[config.mk]
export PLATFORM = sky130hd
export DESIGN_NAME = multicycle_ctrl_flat
export DESIGN_NICKNAME = d
export VERILOG_FILES = /design/src/rtl/multicycle_ctrl_if.sv /design/src/rtl/multicycle_ctrl.sv /design/src/flat_wrapper.sv
export SDC_FILE = /design/constraint.sdc
export NUM_CORES = 1
export LEC_CHECK = 0
export CORE_MARGIN = 8
export CORE_UTILIZATION = 35
export CTS_BUF_LIST = sky130_fd_sc_hd__clkbuf_16
export DETAILED_ROUTE_END_ITERATION = 10
export PLACE_DENSITY = 0.75
export SYNTH_ARGS = -nofsm -noshare
export SYNTH_HDL_FRONTEND = slang
export SYNTH_SLANG_ARGS = --single-unit
[constraint.sdc]
create_clock -name clk -period 1.3 [get_ports clk]
set_input_delay 0.26 -clock clk [delete_from_list [all_inputs] [get_ports clk]]
set_output_delay 0.26 -clock clk [all_outputs]
set_load 0.01 [all_outputs]
[src/rtl/multicycle_ctrl_if.sv]
// Control/datapath bundle for the CalcuTEC multicycle sequencer.
// master: the sequencer (drives enables/muxes, samples instruction fields).
// slave : the datapath and memory side.
interface multicycle_ctrl_if;
   // Instruction fields and datapath/memory status
   logic [3:0] cond;
   logic [1:0] op;
   logic [5:0] funct;
   logic [3:0] alu_flags;
   logic       mem_ready;
   // Enables, mux selects and status from the sequencer
   logic       mem_req;
   logic       mem_we;
   logic       adr_src;
   logic       ir_write;
   logic       pc_write;
   logic       reg_write;
   logic       alu_src_a;
   logic [1:0] alu_src_b;
   logic [1:0] alu_control;
   logic [1:0] imm_src;
   logic [1:0] result_src;
   logic [3:0] flags;
   logic       busy;

   modport master (
      input  cond, op, funct, alu_flags, mem_ready,
      output mem_req, mem_we, adr_src, ir_write, pc_write, reg_write, alu_src_a,
             alu_src_b, alu_control, imm_src, result_src, flags, busy
   );

   modport slave (
      output cond, op, funct, alu_flags, mem_ready,
      input  mem_req, mem_we, adr_src, ir_write, pc_write, reg_write, alu_src_a,
             alu_src_b, alu_control, imm_src, result_src, flags, busy
   );
endinterface

[src/rtl/multicycle_ctrl.sv]
// Multicycle control sequencer: FETCH/DECODE/EXEC/MEM/WB FSM, NZCV flag
// register and memory request handshake.
// Optional feature macro: MULTICYCLE_COND_EXEC_EN enables ARM-style
// conditional execution in DECODE; without it every instruction executes.
module multicycle_ctrl #(
   parameter int unsigned FETCH_INC = 4
) (
   input logic               clk,
   input logic               rst_n,
   multicycle_ctrl_if.master bus
);

   // FETCH_INC only documents the increment the datapath adder applies when
   // alu_src_b selects it; nothing in the sequencer depends on its value.
   if (FETCH_INC == 0) begin : g_zero_fetch_inc
   end

   typedef enum logic [3:0] {
      StFetch, StDecode, StExecR, StExecI, StAluWb,
      StMemAdr, StMemRd, StMemWr, StMemWb, StBranch
   } state_t;

   state_t     state_q, state_d;
   logic [3:0] flags_q, flags_d;
   logic [1:0] imm_src_q, imm_d;

   logic [3:0] cmd;
   logic       cmd_ok, is_cmp, cond_ok;
   logic [1:0] alu_op;

   assign cmd       = bus.funct[4:1];
   assign bus.flags = flags_q;

`ifdef MULTICYCLE_COND_EXEC_EN
   // ARM condition codes over NZCV; 1111 never executes.
   function automatic logic cond_pass(input logic [3:0] c, input logic [3:0] f);
      logic n, z, cf, v;
      {n, z, cf, v} = f;
      case (c)
         4'b0000: cond_pass = z;
         4'b0001: cond_pass = !z;
         4'b0010: cond_pass = cf;
         4'b0011: cond_pass = !cf;
         4'b0100: cond_pass = n;
         4'b0101: cond_pass = !n;
         4'b0110: cond_pass = v;
         4'b0111: cond_pass = !v;
         4'b1000: cond_pass = cf && !z;
         4'b1001: cond_pass = !cf || z;
         4'b1010: cond_pass = (n == v);
         4'b1011: cond_pass = (n != v);
         4'b1100: cond_pass = !z && (n == v);
         4'b1101: cond_pass = z || (n != v);
         4'b1110: cond_pass = 1'b1;
         default: cond_pass = 1'b0;
      endcase
   endfunction

   assign cond_ok = cond_pass(bus.cond, flags_q);
`else
   assign cond_ok = 1'b1;
`endif

   // Data-processing command to ALU operation.
   always_comb begin
      alu_op = 2'b00;
      cmd_ok = 1'b1;
      is_cmp = 1'b0;
      case (cmd)
         4'b0100: alu_op = 2'b00;
         4'b0010: alu_op = 2'b01;
         4'b0000: alu_op = 2'b10;
         4'b1100: alu_op = 2'b11;
         4'b1010: begin
            alu_op = 2'b01;
            is_cmp = 1'b1;
         end
         default: cmd_ok = 1'b0;
      endcase
   end

   // State, flag and held imm_src registers.
   always_ff @(posedge clk or negedge rst_n) begin
      if (!rst_n) begin
         state_q   <= StFetch;
         flags_q   <= 4'b0000;
         imm_src_q <= 2'b00;
      end else begin
         state_q   <= state_d;
         flags_q   <= flags_d;
         imm_src_q <= imm_d;
      end
   end

   // Next-state and per-state datapath controls; all forced low in reset.
   always_comb begin
      state_d         = state_q;
      flags_d         = flags_q;
      imm_d           = imm_src_q;
      bus.mem_req     = 1'b0;
      bus.mem_we      = 1'b0;
      bus.adr_src     = 1'b0;
      bus.ir_write    = 1'b0;
      bus.pc_write    = 1'b0;
      bus.reg_write   = 1'b0;
      bus.alu_src_a   = 1'b0;
      bus.alu_src_b   = 2'd0;
      bus.alu_control = 2'b00;
      bus.result_src  = 2'd0;
      bus.busy        = (state_q != StFetch);

      case (state_q)
         StFetch: begin
            bus.mem_req    = 1'b1;
            bus.alu_src_b  = 2'd2;
            bus.result_src = 2'd2;
            if (bus.mem_ready) begin
               bus.ir_write = 1'b1;
               bus.pc_write = 1'b1;
               state_d      = StDecode;
            end
         end
         StDecode: begin
            if (!cond_ok || bus.op == 2'b11) state_d = StFetch;
            else if (bus.op == 2'b01)        state_d = StMemAdr;
            else if (bus.op == 2'b10)        state_d = StBranch;
            else if (bus.funct[5])           state_d = StExecI;
            else                             state_d = StExecR;
         end
         StExecR, StExecI: begin
            bus.alu_src_a   = 1'b1;
            bus.alu_src_b   = (state_q == StExecI) ? 2'd1 : 2'd0;
            imm_d           = 2'd0;
            bus.alu_control = alu_op;
            if (bus.funct[0] || is_cmp) flags_d = bus.alu_flags;
            state_d = (is_cmp || !cmd_ok) ? StFetch : StAluWb;
         end
         StAluWb: begin
            bus.reg_write = 1'b1;
            state_d       = StFetch;
         end
         StMemAdr: begin
            bus.alu_src_a = 1'b1;
            bus.alu_src_b = 2'd1;
            imm_d         = 2'd1;
            state_d       = bus.funct[0] ? StMemRd : StMemWr;
         end
         StMemRd: begin
            bus.mem_req = 1'b1;
            bus.adr_src = 1'b1;
            if (bus.mem_ready) state_d = StMemWb;
         end
         StMemWr: begin
            bus.mem_req = 1'b1;
            bus.mem_we  = 1'b1;
            bus.adr_src = 1'b1;
            if (bus.mem_ready) state_d = StFetch;
         end
         StMemWb: begin
            bus.reg_write  = 1'b1;
            bus.result_src = 2'd1;
            state_d        = StFetch;
         end
         StBranch: begin
            bus.alu_src_b  = 2'd1;
            imm_d          = 2'd2;
            bus.result_src = 2'd2;
            bus.pc_write   = 1'b1;
            state_d        = StFetch;
         end
         default: state_d = StFetch;
      endcase

      bus.imm_src = imm_d;

      // Outputs follow rst_n combinationally so mem_req rises the moment
      // reset is released, and everything is quiet while it is held.
      if (!rst_n) begin
         bus.mem_req     = 1'b0;
         bus.mem_we      = 1'b0;
         bus.adr_src     = 1'b0;
         bus.ir_write    = 1'b0;
         bus.pc_write    = 1'b0;
         bus.reg_write   = 1'b0;
         bus.alu_src_a   = 1'b0;
         bus.alu_src_b   = 2'd0;
         bus.alu_control = 2'b00;
         bus.imm_src     = 2'd0;
         bus.result_src  = 2'd0;
         bus.busy        = 1'b0;
      end
   end

endmodule

[src/flat_wrapper.sv]
// flat-port wrapper written by rule: the top's interface ports become plain ports
module multicycle_ctrl_flat 
#(
   parameter int unsigned FETCH_INC = 4
)
  (clk, rst_n, bus_cond, bus_op, bus_funct, bus_alu_flags, bus_mem_ready, bus_mem_req, bus_mem_we, bus_adr_src, bus_ir_write, bus_pc_write, bus_reg_write, bus_alu_src_a, bus_alu_src_b, bus_alu_control, bus_imm_src, bus_result_src, bus_flags, bus_busy);
  multicycle_ctrl_if bus_i ();
  input logic clk;
  input logic rst_n;
  input wire logic [$bits(bus_i.cond)-1:0] bus_cond;
  input wire logic [$bits(bus_i.op)-1:0] bus_op;
  input wire logic [$bits(bus_i.funct)-1:0] bus_funct;
  input wire logic [$bits(bus_i.alu_flags)-1:0] bus_alu_flags;
  input wire logic [$bits(bus_i.mem_ready)-1:0] bus_mem_ready;
  output wire logic [$bits(bus_i.mem_req)-1:0] bus_mem_req;
  output wire logic [$bits(bus_i.mem_we)-1:0] bus_mem_we;
  output wire logic [$bits(bus_i.adr_src)-1:0] bus_adr_src;
  output wire logic [$bits(bus_i.ir_write)-1:0] bus_ir_write;
  output wire logic [$bits(bus_i.pc_write)-1:0] bus_pc_write;
  output wire logic [$bits(bus_i.reg_write)-1:0] bus_reg_write;
  output wire logic [$bits(bus_i.alu_src_a)-1:0] bus_alu_src_a;
  output wire logic [$bits(bus_i.alu_src_b)-1:0] bus_alu_src_b;
  output wire logic [$bits(bus_i.alu_control)-1:0] bus_alu_control;
  output wire logic [$bits(bus_i.imm_src)-1:0] bus_imm_src;
  output wire logic [$bits(bus_i.result_src)-1:0] bus_result_src;
  output wire logic [$bits(bus_i.flags)-1:0] bus_flags;
  output wire logic [$bits(bus_i.busy)-1:0] bus_busy;
  assign bus_i.cond = bus_cond;
  assign bus_i.op = bus_op;
  assign bus_i.funct = bus_funct;
  assign bus_i.alu_flags = bus_alu_flags;
  assign bus_i.mem_ready = bus_mem_ready;
  assign bus_mem_req = bus_i.mem_req;
  assign bus_mem_we = bus_i.mem_we;
  assign bus_adr_src = bus_i.adr_src;
  assign bus_ir_write = bus_i.ir_write;
  assign bus_pc_write = bus_i.pc_write;
  assign bus_reg_write = bus_i.reg_write;
  assign bus_alu_src_a = bus_i.alu_src_a;
  assign bus_alu_src_b = bus_i.alu_src_b;
  assign bus_alu_control = bus_i.alu_control;
  assign bus_imm_src = bus_i.imm_src;
  assign bus_result_src = bus_i.result_src;
  assign bus_flags = bus_i.flags;
  assign bus_busy = bus_i.busy;
  multicycle_ctrl #(.FETCH_INC(FETCH_INC)) u_core (.clk(clk), .rst_n(rst_n), .bus(bus_i));
endmodule
==> results.tsv <==
stage	metric	value	unit
logic_synthesis	area fraction of the dominant cell type after synthesis	33.3	%
run_status	status	finished with violations	
grt	largest net degree at the start of global routing	12	
logic_synthesis	post-synthesis simple-gate area fraction	29.5	%
clock_network	hold buffers post-CTS	0	
logic_synthesis	most instantiated cells after synthesis	dfrtp_1 (10), nand2_1 (10), nor2_1 (9), a21oi_1 (6), mux2_2 (5)	
place	GPL Wtd Cong	0.870	
drt	number of remaining DRC errors	0	
sta	Sum Neg Setup Slack	-9.37	ns
job	Max-Cap Viols	0	
power_and_ir_drop	switch share	38.1	%
clock_network	cts bufs inserted	3	
grt	total track usage	15.8	%
grt	vias in the first global route	1073	
floorplan	DIE AREA	0.00388	mm^2
power_and_ir_drop	Seq pwr share	15.3	%
sta	fin crit share	145	%
floorplan	Starting Density	37.5	%
power_and_ir_drop	Leakage	0.801	nW
hold_path	HP Class	primary input to asynchronous set/reset pin	
floorplan	row cnt	16	
power_and_ir_drop	Clk pwr share	13.8	%
logic_synthesis	largest family of logic cells by synthesized area	simple AND/OR/NAND/NOR gates	
logic_synthesis	Post-Synth XOR/XNOR Area	2.33	%
logic_synthesis	compound-gate portion of the synthesized area	21.2	%
logic_synthesis	asr flop ratio synth	100	%
logic_synthesis	register bit total from synthesis	10	
floorplan	die width	62.3	um
grt	initial antenna violation count	0	
worst_setup_path	Setup Crit Path Kind	flip-flop to primary output	
sta	final-report hold violation count	0	
clock_network	Clock Pin Slew Worst Setup and Hold Paths	0.04	ns
worst_setup_path	worst-path maximum fanout	6	
cells_and_area	antenna cell count	0	
place	area of placed instances	0.00137	mm^2
cells_and_area	final instance area	0.00170	mm^2
drt	met3 wire len	251	um
run_status	failing checks	setup timing	
logic_synthesis	multiplexer area fraction after synthesis	8.83	%
power_and_ir_drop	VDD IR-drop max	1.78	mV
clock_network	clk buf depth	2	
cells_and_area	share of cells above drive strength 1	61.1	%
logic_synthesis	Post-Syn Instances	87	
power_and_ir_drop	Pwr per Cell Area	2300	mW/mm^2
sta	fin. max-slew vios	0	
drt	final WL	3.45	mm
logic_synthesis	Ys Warns	0	
worst_setup_path	CP required	1.04	ns
power_and_ir_drop	Comb pwr share	70.9	%
clock_network	CTS sink cnt	10	
power_and_ir_drop	Net Sw Power	0.00149	W
clock_network	H-tree Lvls	1	
worst_setup_path	CP endpoint kind	primary output	
floorplan	IO Count	39	
place	detailed placer's ending HPWL	2.18	mm
logic_synthesis	Post-Syn Area	751	um^2
clock_network	CTS tree	done	
logic_synthesis	Area contributors post-synth	dfrtp_1 (33%), mux2_2 (7.5%), nand2_1 (5.0%), nor2_1 (4.5%), a21oi_1 (4.0%)	
drt	DR vias/cell	5.24	
sta	Worst Skew	0.00146	ns
power_and_ir_drop	Power Internal	0.00242	W
drt	top sig layer	met4	
floorplan	Core ar.	0.00200	mm^2
sta	unrepaired setup endpoints after global routing	true	
drt	Iter 0 DRT Violations	39	
clock_network	root buffer cell	clkbuf_16	
logic_synthesis	count of cell types in the netlist	37	
cells_and_area	Core Util, Final	84.8	%
sta	final setup vio count	25	
worst_setup_path	Worst setup SP type	flip-flop	
sta	worst hold margin	0.193	ns
clock_network	Worst-Skew Late Latency	0.23	ns
drt	WL met1	1.35	mm
logic_synthesis	Mapped Avg Cell Area	8.63	um^2
floorplan	Die Ht	62.3	um
grt	Overflow after GRT	0	
drt	WL per Instance	18.3	um
place	worst slack at placement	-0.857	ns
worst_setup_path	max incr delay on CP	0.42	ns
worst_setup_path	slowest stage cell, crit path	dfrtp_1	
logic_synthesis	adder-cell share of the synthesized area	0	%
worst_setup_path	FF-to-FF Start	u_core.state_q[1]	
logic_synthesis	Net Count, Synth	106	
cells_and_area	Nets	183	
place	I/O Buffers	34	
sta	fin crit period	1.88	ns
drt	Vias	990	
sta	worst setup margin	-0.581	ns
drt	DRT Pass-1 Iters	4	
logic_synthesis	Synth area leader	dfrtp_1	
drt	Routed met2 length	1.75	mm
drt	Post-DRT Antenna Nets	0	
sta	Slew HR	79.8	%
grt	global-route wire length before repair	5.11	mm
sta	worst-margin pin slew	0.301	ns
worst_setup_path	Crit. Startpoint	u_core.state_q[1]	
cells_and_area	Layout area overhead	126	%
logic_synthesis	ys flop type	dfrtp_1	
logic_synthesis	Post-synth EDFFs	0	
logic_synthesis	register area share after synthesis	33.3	%
sta	maximum clock rate	532	MHz
worst_setup_path	critical path, cell by cell	buf_4 > nor2_4 > nand2_2 > nor3_4 > or2_2 > clkdlybuf4s15_2	
worst_setup_path	CP Data Arrival Time	1.62	ns
## cell families after synthesis
kind of cell,after synthesis
and+or+nand+nor,40
DFF,10
xor gates and xnor gates,2
AOI/OAI and AO/OA,22
buffers and inverters,7
muxes,6
## sequential cells by signal (all words and copies together) (netlist names)
signal and flops:
u_core.bus.flags 4, u_core.imm_src_q 2, u_core.state_q 4
## layout make-up
| class | instances | area [um^2] |
|---|---|---|
| fill | 113 | 305 |
| sequential | 10 | 254 |
| clock buffer | 3 | 75.1 |
| timing repair buffer | 77 | 703 |
| multi-input combinational | 70 | 623 |
| tap | 27 | 33.8 |
| inverter | 2 | 7.51 |
## worst paths after layout
kind,to,slack (ns),cells past startpoint
worst max-delay path,bus_mem_req,-0.58,6
min in group clk,u_core.bus.flags[2],0.51,1
max in group asynchronous,u_core.state_q[2],0.96,2
worst min register to register,u_core.bus.flags[2],0.51,1
worst max register to register,u_core.state_q[0],-0.46,7
worst min-delay path,u_core.imm_src_q[1],0.19,2
## per-layer routing
layer	vias to the layer above	global-route usage, %
li1	464	-
met2	51	26.9
met1	467	17.5
met4	0	6.84
met5	-	0
met3	8	5.02
## worst max-delay path, delay by kind of cell, from the launching register on
| family | cells | cell delay [ns] |
|---|---|---|
| flops | 1 | 0.42 |
| buf+inv | 2 | 0.40 |
| simple gates | 4 | 0.56 |
## stage by stage
stage / std cells / power [W]
2_1_floorplan: 87 / 0.00167
3_5_place_dp: 170 / 0.00259
3_3_place_gp: 170 / 0.00252
4_1_cts: 185 / 0.00366
6_report: 189 / 0.00391
5_1_grt: 189 / 0.00410
## layout by cell type (no fill, tap or decap), drive strengths merged, types with 2 or more instances in the layout
master,n
a211oi,2
a21oi,6
and2,4
buf,54
clkbuf,4
clkdlybuf4s15,3
clkdlybuf4s50,9
dfrtp,10
dlygate4sd2,10
inv,2
mux2,5
nand2,10
nand2b,2
nor2,9
nor3,4
nor4b,2
o21ai,4
or2,2
xor2,2
## what timing repair did
action | in CTS | in global routing
endpoints found under the hold margin | 0 | 0
setup buffers | 13 | 6
endpoints found under the setup margin | 28 | 26
gates cloned | 0 | 1
resized for setup | 101 | 12
pin swaps | 18 | 8
## power groups by stage
stage,Sequential (W),Combinational (W),Clock [W]
global placement,0.000602,0.00192,0
finish,0.000599,0.00277,0.000539
global route,0.000611,0.00293,0.000563
detailed placement,0.000613,0.00198,0
floorplan,0.000573,0.00109,0
CTS,0.000583,0.00252,0.000554
Power figures use the tool's default switching activity.
